$ cat src/rtl/dmem_access_ctrl.sv
// Memory-stage data-memory access sequencer for the RV32 pipeline: drives a req/gnt/rvalid bus,
// stalls the pipeline while an access is outstanding, aligns load/store data and flags errors.
module dmem_access_ctrl #(
    parameter int unsigned DATA_WIDTH = 32,
    parameter int unsigned TIMEOUT    = 16
) (
    input  logic                  clk,
    input  logic                  reset,
    input  logic                  MemReadM,
    input  logic                  MemWriteM,
    input  logic [1:0]            SizeM,
    input  logic [DATA_WIDTH-1:0] ALUResultM,
    input  logic [DATA_WIDTH-1:0] WriteDataM,
    output logic                  mem_req,
    output logic                  mem_we,
    output logic [DATA_WIDTH-1:0] mem_addr,
    output logic [3:0]            mem_be,
    output logic [DATA_WIDTH-1:0] mem_wdata,
    input  logic                  mem_gnt,
    input  logic                  mem_rvalid,
    input  logic [DATA_WIDTH-1:0] mem_rdata,
    output logic [DATA_WIDTH-1:0] ReadDataM,
    output logic                  StallM,
    output logic                  BusErrM,
    output logic                  BusErrSticky
);

    localparam int unsigned CntW = (TIMEOUT > 2) ? $clog2(TIMEOUT) : 1;
    localparam logic [CntW-1:0] CntLast = CntW'((TIMEOUT == 0) ? 0 : TIMEOUT - 1);

    typedef enum logic [1:0] {StIdle, StWaitGnt, StWaitRd, StDone} state_e;

    state_e                  state_q, state_d;
    logic [CntW-1:0]         cnt_q, cnt_d;
    logic [1:0]              offset_q, offset_d;
    logic [1:0]              size_q, size_d;
    logic                    we_q, we_d;
    logic [DATA_WIDTH-1:0]   rdata_q, rdata_d;
    logic                    sticky_q, sticky_d;

    logic                    acc;
    logic                    misaligned;
    logic                    timeout_hit;
    logic                    req, stall, err;
    logic [DATA_WIDTH-1:0]   rd_shifted, rd_data;

    assign acc = MemReadM | MemWriteM;
    assign misaligned = (SizeM == 2'b11) ||
                        ((SizeM == 2'b01) && ALUResultM[0]) ||
                        ((SizeM == 2'b10) && (ALUResultM[1:0] != 2'b00));
    assign timeout_hit = (TIMEOUT != 0) && (cnt_q == CntLast);

    // The pipeline is frozen while waiting, so address and store data stay stable on their own.
    assign mem_addr  = {ALUResultM[DATA_WIDTH-1:2], 2'b00};
    assign mem_wdata = WriteDataM << {ALUResultM[1:0], 3'b000};
    assign mem_we    = (state_q == StIdle) ? MemWriteM : we_q;

    always_comb begin
        unique case (SizeM)
            2'b00:   mem_be = 4'b0001 << ALUResultM[1:0];
            2'b01:   mem_be = 4'b0011 << ALUResultM[1:0];
            default: mem_be = 4'b1111;
        endcase
    end

    always_comb begin
        rd_shifted = rdata_q >> {offset_q, 3'b000};
        unique case (size_q)
            2'b00:   rd_data = {24'b0, rd_shifted[7:0]};
            2'b01:   rd_data = {16'b0, rd_shifted[15:0]};
            default: rd_data = rd_shifted;
        endcase
    end

    always_comb begin
        state_d  = state_q;
        cnt_d    = cnt_q;
        offset_d = offset_q;
        size_d   = size_q;
        we_d     = we_q;
        rdata_d  = rdata_q;
        req      = 1'b0;
        stall    = 1'b0;
        err      = 1'b0;

        unique case (state_q)
            StIdle: begin
                if (acc && misaligned) begin
                    err = 1'b1;
                end else if (acc) begin
                    req      = 1'b1;
                    stall    = !(MemWriteM && mem_gnt);
                    offset_d = ALUResultM[1:0];
                    size_d   = SizeM;
                    we_d     = MemWriteM;
                    cnt_d    = '0;
                    if (MemWriteM) begin
                        state_d = mem_gnt ? StIdle : StWaitGnt;
                    end else begin
                        state_d = mem_gnt ? StWaitRd : StWaitGnt;
                    end
                end
            end
            StWaitGnt: begin
                req   = 1'b1;
                stall = 1'b1;
                if (mem_gnt) begin
                    state_d = we_q ? StDone : StWaitRd;
                    cnt_d   = '0;
                end else if (timeout_hit) begin
                    err     = 1'b1;
                    rdata_d = '0;
                    state_d = StDone;
                end else begin
                    cnt_d = cnt_q + CntW'(1);
                end
            end
            StWaitRd: begin
                stall = 1'b1;
                if (mem_rvalid) begin
                    rdata_d = mem_rdata;
                    state_d = StDone;
                end else if (timeout_hit) begin
                    err     = 1'b1;
                    rdata_d = '0;
                    state_d = StDone;
                end else begin
                    cnt_d = cnt_q + CntW'(1);
                end
            end
            StDone: begin
                state_d = StIdle;
            end
            default: begin
                state_d = StIdle;
            end
        endcase
    end

    // Async reset only clears state; outputs are gated so nothing leaks while reset is held.
    assign mem_req      = req & ~reset;
    assign StallM       = stall & ~reset;
    assign BusErrM      = err & ~reset;
    assign ReadDataM    = (state_q == StDone && !reset) ? rd_data : '0;
    assign BusErrSticky = sticky_q;
    assign sticky_d     = sticky_q | BusErrM;

    always_ff @(posedge clk or posedge reset) begin
        if (reset) begin
            state_q  <= StIdle;
            cnt_q    <= '0;
            offset_q <= 2'b00;
            size_q   <= 2'b00;
            we_q     <= 1'b0;
            rdata_q  <= '0;
            sticky_q <= 1'b0;
        end else begin
            state_q  <= state_d;
            cnt_q    <= cnt_d;
            offset_q <= offset_d;
            size_q   <= size_d;
            we_q     <= we_d;
            rdata_q  <= rdata_d;
            sticky_q <= sticky_d;
        end
    end

endmodule

$ cat config.mk
export PLATFORM = sky130hd
export DESIGN_NAME = dmem_access_ctrl
export DESIGN_NICKNAME = d
export VERILOG_FILES = /design/src/rtl/dmem_access_ctrl.sv
export SDC_FILE = /design/constraint.sdc
export NUM_CORES = 1
export LEC_CHECK = 0
export ABC_AREA = 1
export BUFFER_PORTS_ARGS = -buffer_cell sky130_fd_sc_hd__buf_2
export CAP_MARGIN = 20
export CORE_MARGIN = 2
export CORE_UTILIZATION = 40
export DETAILED_ROUTE_END_ITERATION = 12
export PLACE_DENSITY = 0.76
export SKIP_LAST_GASP = 1
export SLEW_MARGIN = 40
export SYNTH_ARGS = -nofsm -noshare
export SYNTH_HDL_FRONTEND = slang
export SYNTH_SLANG_ARGS = --single-unit
$ cat constraint.sdc
create_clock -name clk -period 1.7 [get_ports clk]
set_clock_uncertainty 0.05 [all_clocks]
set_input_delay 0.085 -clock clk [delete_from_list [all_inputs] [get_ports clk]]
set_output_delay 0.085 -clock clk [all_outputs]
set_load 0.1 [all_outputs]
==> results of run 1 <==
==> Yosys cell counts (all sizes together) <==
cell type and number:
inv 55, buf 49, nand3 23, a21oi 24
nor2 50, clkbuf 8, o32ai 1, nand2 97
conb 1, nand4 4, a22oi 8, or2 2
ha 7, dfrtp 44, o211ai 8, o22ai 7
a211oi 16, nor3 9, a31oi 1, a22o 8
o21ai 61
==> cells in the final DEF, fill, tap and decap left out, types with 10 or more instances in the layout <==
master | Yosys | final
sky130_fd_sc_hd__a211oi_4 | 0 | 11
sky130_fd_sc_hd__a21oi_1 | 22 | 12
sky130_fd_sc_hd__a21oi_4 | 0 | 10
sky130_fd_sc_hd__buf_12 | 0 | 82
sky130_fd_sc_hd__buf_2 | 10 | 75
sky130_fd_sc_hd__buf_4 | 34 | 23
sky130_fd_sc_hd__buf_6 | 0 | 10
sky130_fd_sc_hd__dfrtp_1 | 44 | 41
sky130_fd_sc_hd__dlygate4sd3_1 | 0 | 32
sky130_fd_sc_hd__inv_1 | 45 | 41
sky130_fd_sc_hd__nand2_1 | 90 | 78
sky130_fd_sc_hd__nand2_2 | 5 | 13
sky130_fd_sc_hd__nand3_1 | 21 | 15
sky130_fd_sc_hd__nor2_1 | 49 | 16
sky130_fd_sc_hd__nor2_2 | 1 | 18
sky130_fd_sc_hd__nor2_4 | 0 | 16
sky130_fd_sc_hd__o21ai_0 | 26 | 17
sky130_fd_sc_hd__o21ai_1 | 13 | 10
sky130_fd_sc_hd__o21ai_2 | 21 | 22
sky130_fd_sc_hd__o21ai_4 | 1 | 12
==> final cells by class <==
cell class | instances | area, µm² | area share
inverters | 55 | 242.7 | 0.03465
multi-input cells | 328 | 2669 | 0.3810
well taps | 105 | 131.4 | 0.01875
repair buffers | 225 | 2688 | 0.3836
clock inverters | 3 | 90.09 | 0.01286
clock buffers | 5 | 68.82 | 0.009823
flip-flops and latches | 44 | 1107 | 0.1581
repair inverters | 1 | 8.758 | 0.001250
==> timing repair <==
action	CTS	global route
hold buffers	32	0
gates resized for setup	31	60
buffers inserted	17	10
setup endpoints to repair	36	70
cloned	2	4
pin swaps	18	26
endpoints found under the hold margin	32	0
==> critical path, cell delays in order, from the launching register on <==
cell	delay [ns]
sky130_fd_sc_hd__dfrtp_4	0.56
sky130_fd_sc_hd__buf_8	0.18
sky130_fd_sc_hd__buf_12	0.15
sky130_fd_sc_hd__nand2_4	0.05
sky130_fd_sc_hd__o211ai_1	0.17
sky130_fd_sc_hd__a21oi_4	0.23
sky130_fd_sc_hd__buf_12	0.19
==> logic make-up after synthesis <==
kind of cell	after synthesis
compound gates	134
other cells	1
fa+ha+maj	7
flops	44
simple gates	185
buf+inv	112
==> layer usage <==
layer  up-vias  wire length, µm  GRT usage
met5         -                0          0
met4         0              816    0.09967
met3        75             1185    0.08058
met2       237             8419     0.5390
met1      2090             5698     0.3193
li1       1923                -          -
==> per-stage QoR <==
stage / instance area, µm² / utilization / hold slack [ns]
CTS: 6660 / 0.8025 / 0.003034
global route: 7005 / 0.8441 / 0.03068
finish: 7005 / 0.8441 / -0.005378
floorplan: 4113 / - / -0.05244
global placement: 5824 / 0.7018 / 0.1207
detailed placement: 5824 / 0.7018 / 0.1207
==> sequential cells by signal (all words and copies together), names as in the netlist <==
register / cells
state_q: 2
we_q: 1
offset_q: 2
BusErrSticky: 1
cnt_q: 4
size_q: 2
rdata_q: 32
==> power groups by stage <==
stage | sequential [mW] | combinational (mW) | clock (mW)
global placement | 1.93 | 4.83 | 0
global route | 2.09 | 7.14 | 1.18
floorplan | 1.79 | 4.03 | 0
CTS | 1.95 | 5.83 | 1.12
finish | 2.07 | 6.88 | 1.14
detailed placement | 1.96 | 4.99 | 0
==> worst max path at each step <==
| stage | start | end | slack, ns | depth (start not counted) |
|---|---|---|---|---|
| global placement | state_q[0] | StallM | 0.09 | 9 |
| detailed placement | state_q[1] | StallM | 0.007 | 9 |
| CTS | state_q[1] | StallM | -0.21 | 9 |
| floorplan | ALUResultM[0] | mem_wdata[25] | -0.59 | 4 |
| global route | offset_q[0] | ReadDataM[14] | -0.29 | 6 |
| finish | offset_q[0] | ReadDataM[14] | -0.27 | 6 |
==> impl_metrics.toml, run 1 <==
[placement]
dp_worst_setup_slack_ns = 0.007037
place.gp.congestion = 0.9037
dp.cells = 696
port_buffers = 146
hpwl_um = 9635

[timing]
worst_slew_pin_slew_ns = 0.6549
slew_violations = 0
hold_viol_final = 17
final.hold.worst_slack_ns = -0.005378
achievable-frequency_mhz = 506.4
period_needed_ns = 1.975
tns_ns = -6.764
rsz0062_at_grt = "yes"
max-slew-margin-rel = 0.5618
finalCritPeriodShare = 1.162
finalSetupViolCount = 41
postLayoutSetupSlackWorst_ns = -0.2747

[status]
run_status = "finished, violations left"
failed_checks = "hold timing, setup timing"

[floorplanning]
ios = 209
die_x_um = 97.17
placeableCoreArea_um2 = 8299
die-area_um2 = 9441
dieHeight_um = 97.17
core.rowCount = 33
initial_utilization = 0.4184

[detailed_routing]
drt_drc_violations_left = 0
avgRoutedWirePerCell_um = 21.04
detail-route-antenna-nets = 0
viasPerCell = 5.646
routed-via-count = 4325
routed_wl_um = 16120
drt_pre_antenna_iters = 5
drtIter0Drc = 240

[critical_path]
startpoint_kind_of_the_worst_setup_timing_path = "flop"
cp.required_ns = 1.56
critPathKind = "reg2out"
cp_max_fo = 6
crit-reg2reg-capture = "rdata_q[11]"
signal_arrival_time_at_the_worst_endpoint_ns = 1.84
regToRegStartpoint = "state_q[1]"
reg2reg_depth = 10
critical_path.endpoint_type = "output port"
r2r_setup_slack_ns = -0.07

[pwr]
switching_share = 0.5126
vdd.ir_drop.worst_mv = 0.9857
leakage_power_figure_nw = 3.024
switching_power_mw = 5.172
power.density_nw_per_um2 = 1440
power_report.internal_total_mw = 4.916
power.share.clock = 0.113
p_comb_frac = 0.682
design_power_total_mw = 10.09
seqPwrFrac = 0.205

[final_layout]
fin_cells = 766
num_antenna_cells = 0
fillCellCount = 394
drive_above_1_share = 0.5537
area.growth.synth_to_final_pct = 101.8
finish.net_count = 771

[global_routing]
grt_max_degree = 45
grt_antenna_before_repair = 0
first_global_vias = 4392
grt_overflow = 0
first_pass_grt_wire_length_um = 22360
grt_use_total = 0.2917

[synth]
synth.mux.area_fraction = 0
postSynthCellCount = 483
syn_area_per_cell_um2 = 7.189
yosys.area_share.adder = 0.02523
synth-xor-area-share = 0
yosys.area.top_type = "sky130_fd_sc_hd__dfrtp_1"
number_of_distinct_library_cells_after_synthesis = 37
synth_top_family_by_area = "compound AO/OA/AOI/OAI gates"
seq_area_frac_synth = 0.3171
cell_types_occupying_the_most_area_after_synthesis = "sky130_fd_sc_hd__dfrtp_1 32%, sky130_fd_sc_hd__nand2_1 9.7%, sky130_fd_sc_hd__buf_4 7.4%, sky130_fd_sc_hd__nor2_1 5.3%, sky130_fd_sc_hd__o21ai_2 5.3%"
yosys.area_share.simple = 0.2295
netlist_area_um2 = 3472
synth_seq_cells = 44
synth.top_cell.area_share = 0.3171
yosysWarnings = 0
compound_gate_fraction_of_synth_area = 0.2569

[cts]
cts_buffers = 5
clkTransAtPathRegs_ns = 0.09
tritoncts = "built"
cts.path.max_buffers = 2
cts_num_sinks = 44
clock_network_latency_to_the_later_pin_of_the_worst_skew_pair_ns = 0.31
clk_root_buffer_cell = "sky130_fd_sc_hd__clkbuf_8"
ctsHtreeMaxLevel = 2

[min_path]
hold_path.class = "in2async"

[job]
timing.max_cap.violations = 0
Power figures use the tool's default switching activity.
==> run 2, diff against run 1 <==
--- a/config.mk
+++ b/config.mk
@@ -8,7 +8,6 @@
 export ABC_AREA = 1
 export BUFFER_PORTS_ARGS = -buffer_cell sky130_fd_sc_hd__buf_2
 export CAP_MARGIN = 20
-export CORE_MARGIN = 2
 export CORE_UTILIZATION = 40
 export DETAILED_ROUTE_END_ITERATION = 12
 export PLACE_DENSITY = 0.76
==> run 2 against run 1 <==
The flow still finishes with violations (hold timing, setup timing). Die area shrank 4.1%. Wire length shrank 9.3%. Utilization shrank 2.5 points. Non-clock buffer count grew 8. First-iteration DRC count grew 2.9%. Worst hold slack lost 0.018 ns. Fmax grew 1.6%. Sequential share of layout area grew 0.47 points. Critical path depth shrank 2. Sequential power is essentially flat. Total power shrank 11%. Critical path type unchanged. Critical endpoint unchanged.
==> impl_metrics.toml, run 2 (synthesized netlist as in run 1, its figures left out) <==
[detailed_routing]
avgRoutedWirePerCell_um = 18.86
wl_met3_um = 1237
drtIter0Drc = 247
routed_wl_um = 14620
detailroute.wirelength.met2_um = 7709
drt_pre_antenna_iters = 5
drt_drc_violations_left = 0
viasPerCell = 5.601
wl_met1_um = 5020
detail-route-antenna-nets = 0
routed-via-count = 4341
highest_metal_used = "met4"

[floorplanning]
die_x_um = 95.17
dieHeight_um = 95.17
placeableCoreArea_um2 = 8299
die-area_um2 = 9056
initial_utilization = 0.4184
ios = 209
core.rowCount = 33

[cts]
cts_buffers = 5
cts.path.max_buffers = 2
ctsHtreeMaxLevel = 2
clock_network_latency_to_the_later_pin_of_the_worst_skew_pair_ns = 0.30
clkTransAtPathRegs_ns = 0.09
tritoncts = "built"
clk_root_buffer_cell = "sky130_fd_sc_hd__clkbuf_8"
cts_num_sinks = 44

[timing]
final.hold.worst_slack_ns = -0.02345
slew_violations = 0
max-slew-margin-rel = 0.5836
period_needed_ns = 1.944
finalCritPeriodShare = 1.144
worst_slew_pin_slew_ns = 0.6223
achievable-frequency_mhz = 514.3
rsz0062_at_grt = "yes"
finalSetupViolCount = 56
postLayoutSetupSlackWorst_ns = -0.2443
hold_viol_final = 34

[global_routing]
grt_antenna_before_repair = 0
first_global_vias = 4144
grt_max_degree = 45
first_pass_grt_wire_length_um = 20070
grt_use_total = 0.2883
grt_overflow = 0

[pwr]
power.density_nw_per_um2 = 1325
design_power_total_mw = 9.002
vdd.ir_drop.worst_mv = 1.085
leakage_power_figure_nw = 2.985

[final_layout]
drive_above_1_share = 0.5313
num_antenna_cells = 0
finish.net_count = 780
fillCellCount = 432
largest_register = "rdata_q"
layout_top_registers = "rdata_q x32, cnt_q x4"
layout_commonest_cell = "sky130_fd_sc_hd__nand2_1"
flip_flop_count_of_the_largest_register_after_layout = 32
area.growth.synth_to_final_pct = 95.71
mostFrequentLayoutCells = "86 x sky130_fd_sc_hd__nand2_1, 76 x sky130_fd_sc_hd__buf_2, 75 x sky130_fd_sc_hd__buf_12"

[critical_path]
signal_arrival_time_at_the_worst_endpoint_ns = 1.81
critPathKind = "reg2out"
cp_max_stage_delay_ns = 0.54
cp_max_fo = 8
regToRegStartpoint = "state_q[0]"
critical_path.cell_chain = "inv_1 -> nand3_1 -> a21oi_4 -> buf_12"
critical_path.endpoint_type = "output port"
startpoint_kind_of_the_worst_setup_timing_path = "flop"
path_buf_inv = 2
cp.required_ns = 1.56
worst_path_dominant_cell_family = "flip-flops"
worst_path_slowest_cell = "sky130_fd_sc_hd__dfrtp_2"
crit_path_start = "offset_q[0]"

[placement]
hpwl_um = 9477
port_buffers = 146
place.gp.congestion = 0.9590
dp_worst_setup_slack_ns = 0.02002

[job]
timing.max_cap.violations = 0

[status]
run_status = "finished, violations left"
failed_checks = "hold timing, setup timing"

[min_path]
hold_path.class = "in2async"
-- run 2: area by class of cell --
class	count	area (µm²)	share of cell area
timing repair buffer	233	2664	0.3920
multi-input combinational	328	2517	0.3705
sequential	44	1106	0.1628
inverter	55	236.5	0.03480
tap	105	131.4	0.01933
clock buffer	5	68.82	0.01013
clock inverter	3	46.29	0.006813
timing repair inverter	2	25.02	0.003683
-- run 2: worst reg2reg max path, delay by kind of cell, from the launching register on --
| kind | cells | cell delay, ns |
|---|---|---|
| AO/OA/AOI/OAI | 3 | 0.49 |
| buffers and inverters | 3 | 0.49 |
| flip-flops | 1 | 0.46 |
| adder cells (fa/ha/maj) | 1 | 0.18 |
-- run 2: path summary, 6_finish.rpt --
check	endpoint	slack (ns)	depth (start not counted)
max	ReadDataM[14]	-0.24	4
min	size_q[0]	-0.02	3
max reg2reg	rdata_q[9]	-0.06	7
min reg2reg	BusErrSticky	0.42	1
max in group asynchronous	offset_q[0]	1.20	3
min in group clk	size_q[0]	0.04	3
-- run 2: through the flow --
| step | utilization | TNS, ns | cell area (µm²) | instances |
|---|---|---|---|---|
| floorplan | - | -10.06 | 4113 | 484 |
| detailed placement | 0.7036 | 0 | 5839 | 700 |
| finish | 0.8188 | -6.064 | 6795 | 775 |
| global route | 0.8188 | -8.900 | 6795 | 775 |
| global placement | 0.7036 | 0 | 5839 | 700 |
| CTS | 0.7817 | -4.467 | 6487 | 753 |
-- run 2: report_power, final --
group          total [mW]  internal [mW]  switching, mW
logic                6.11           2.34           3.77
registers            2.05           1.51          0.535
clock network       0.845          0.443          0.402
total                9.00           4.29           4.71
-- run 2: layer usage --
layer,vias to the layer above,GRT usage
li1,1945,-
met1,2036,0.3190
met2,298,0.5381
met3,62,0.06220
met4,0,0.09975
met5,-,0
-- run 2: repair_timing --
item	4_1_cts	5_1_grt
setup buffers	12	19
pin swaps	17	17
hold buffers	32	0
gates resized for setup	24	25
endpoints found under the setup margin	36	66
gates cloned	1	5
hold endpoints to repair	32	0
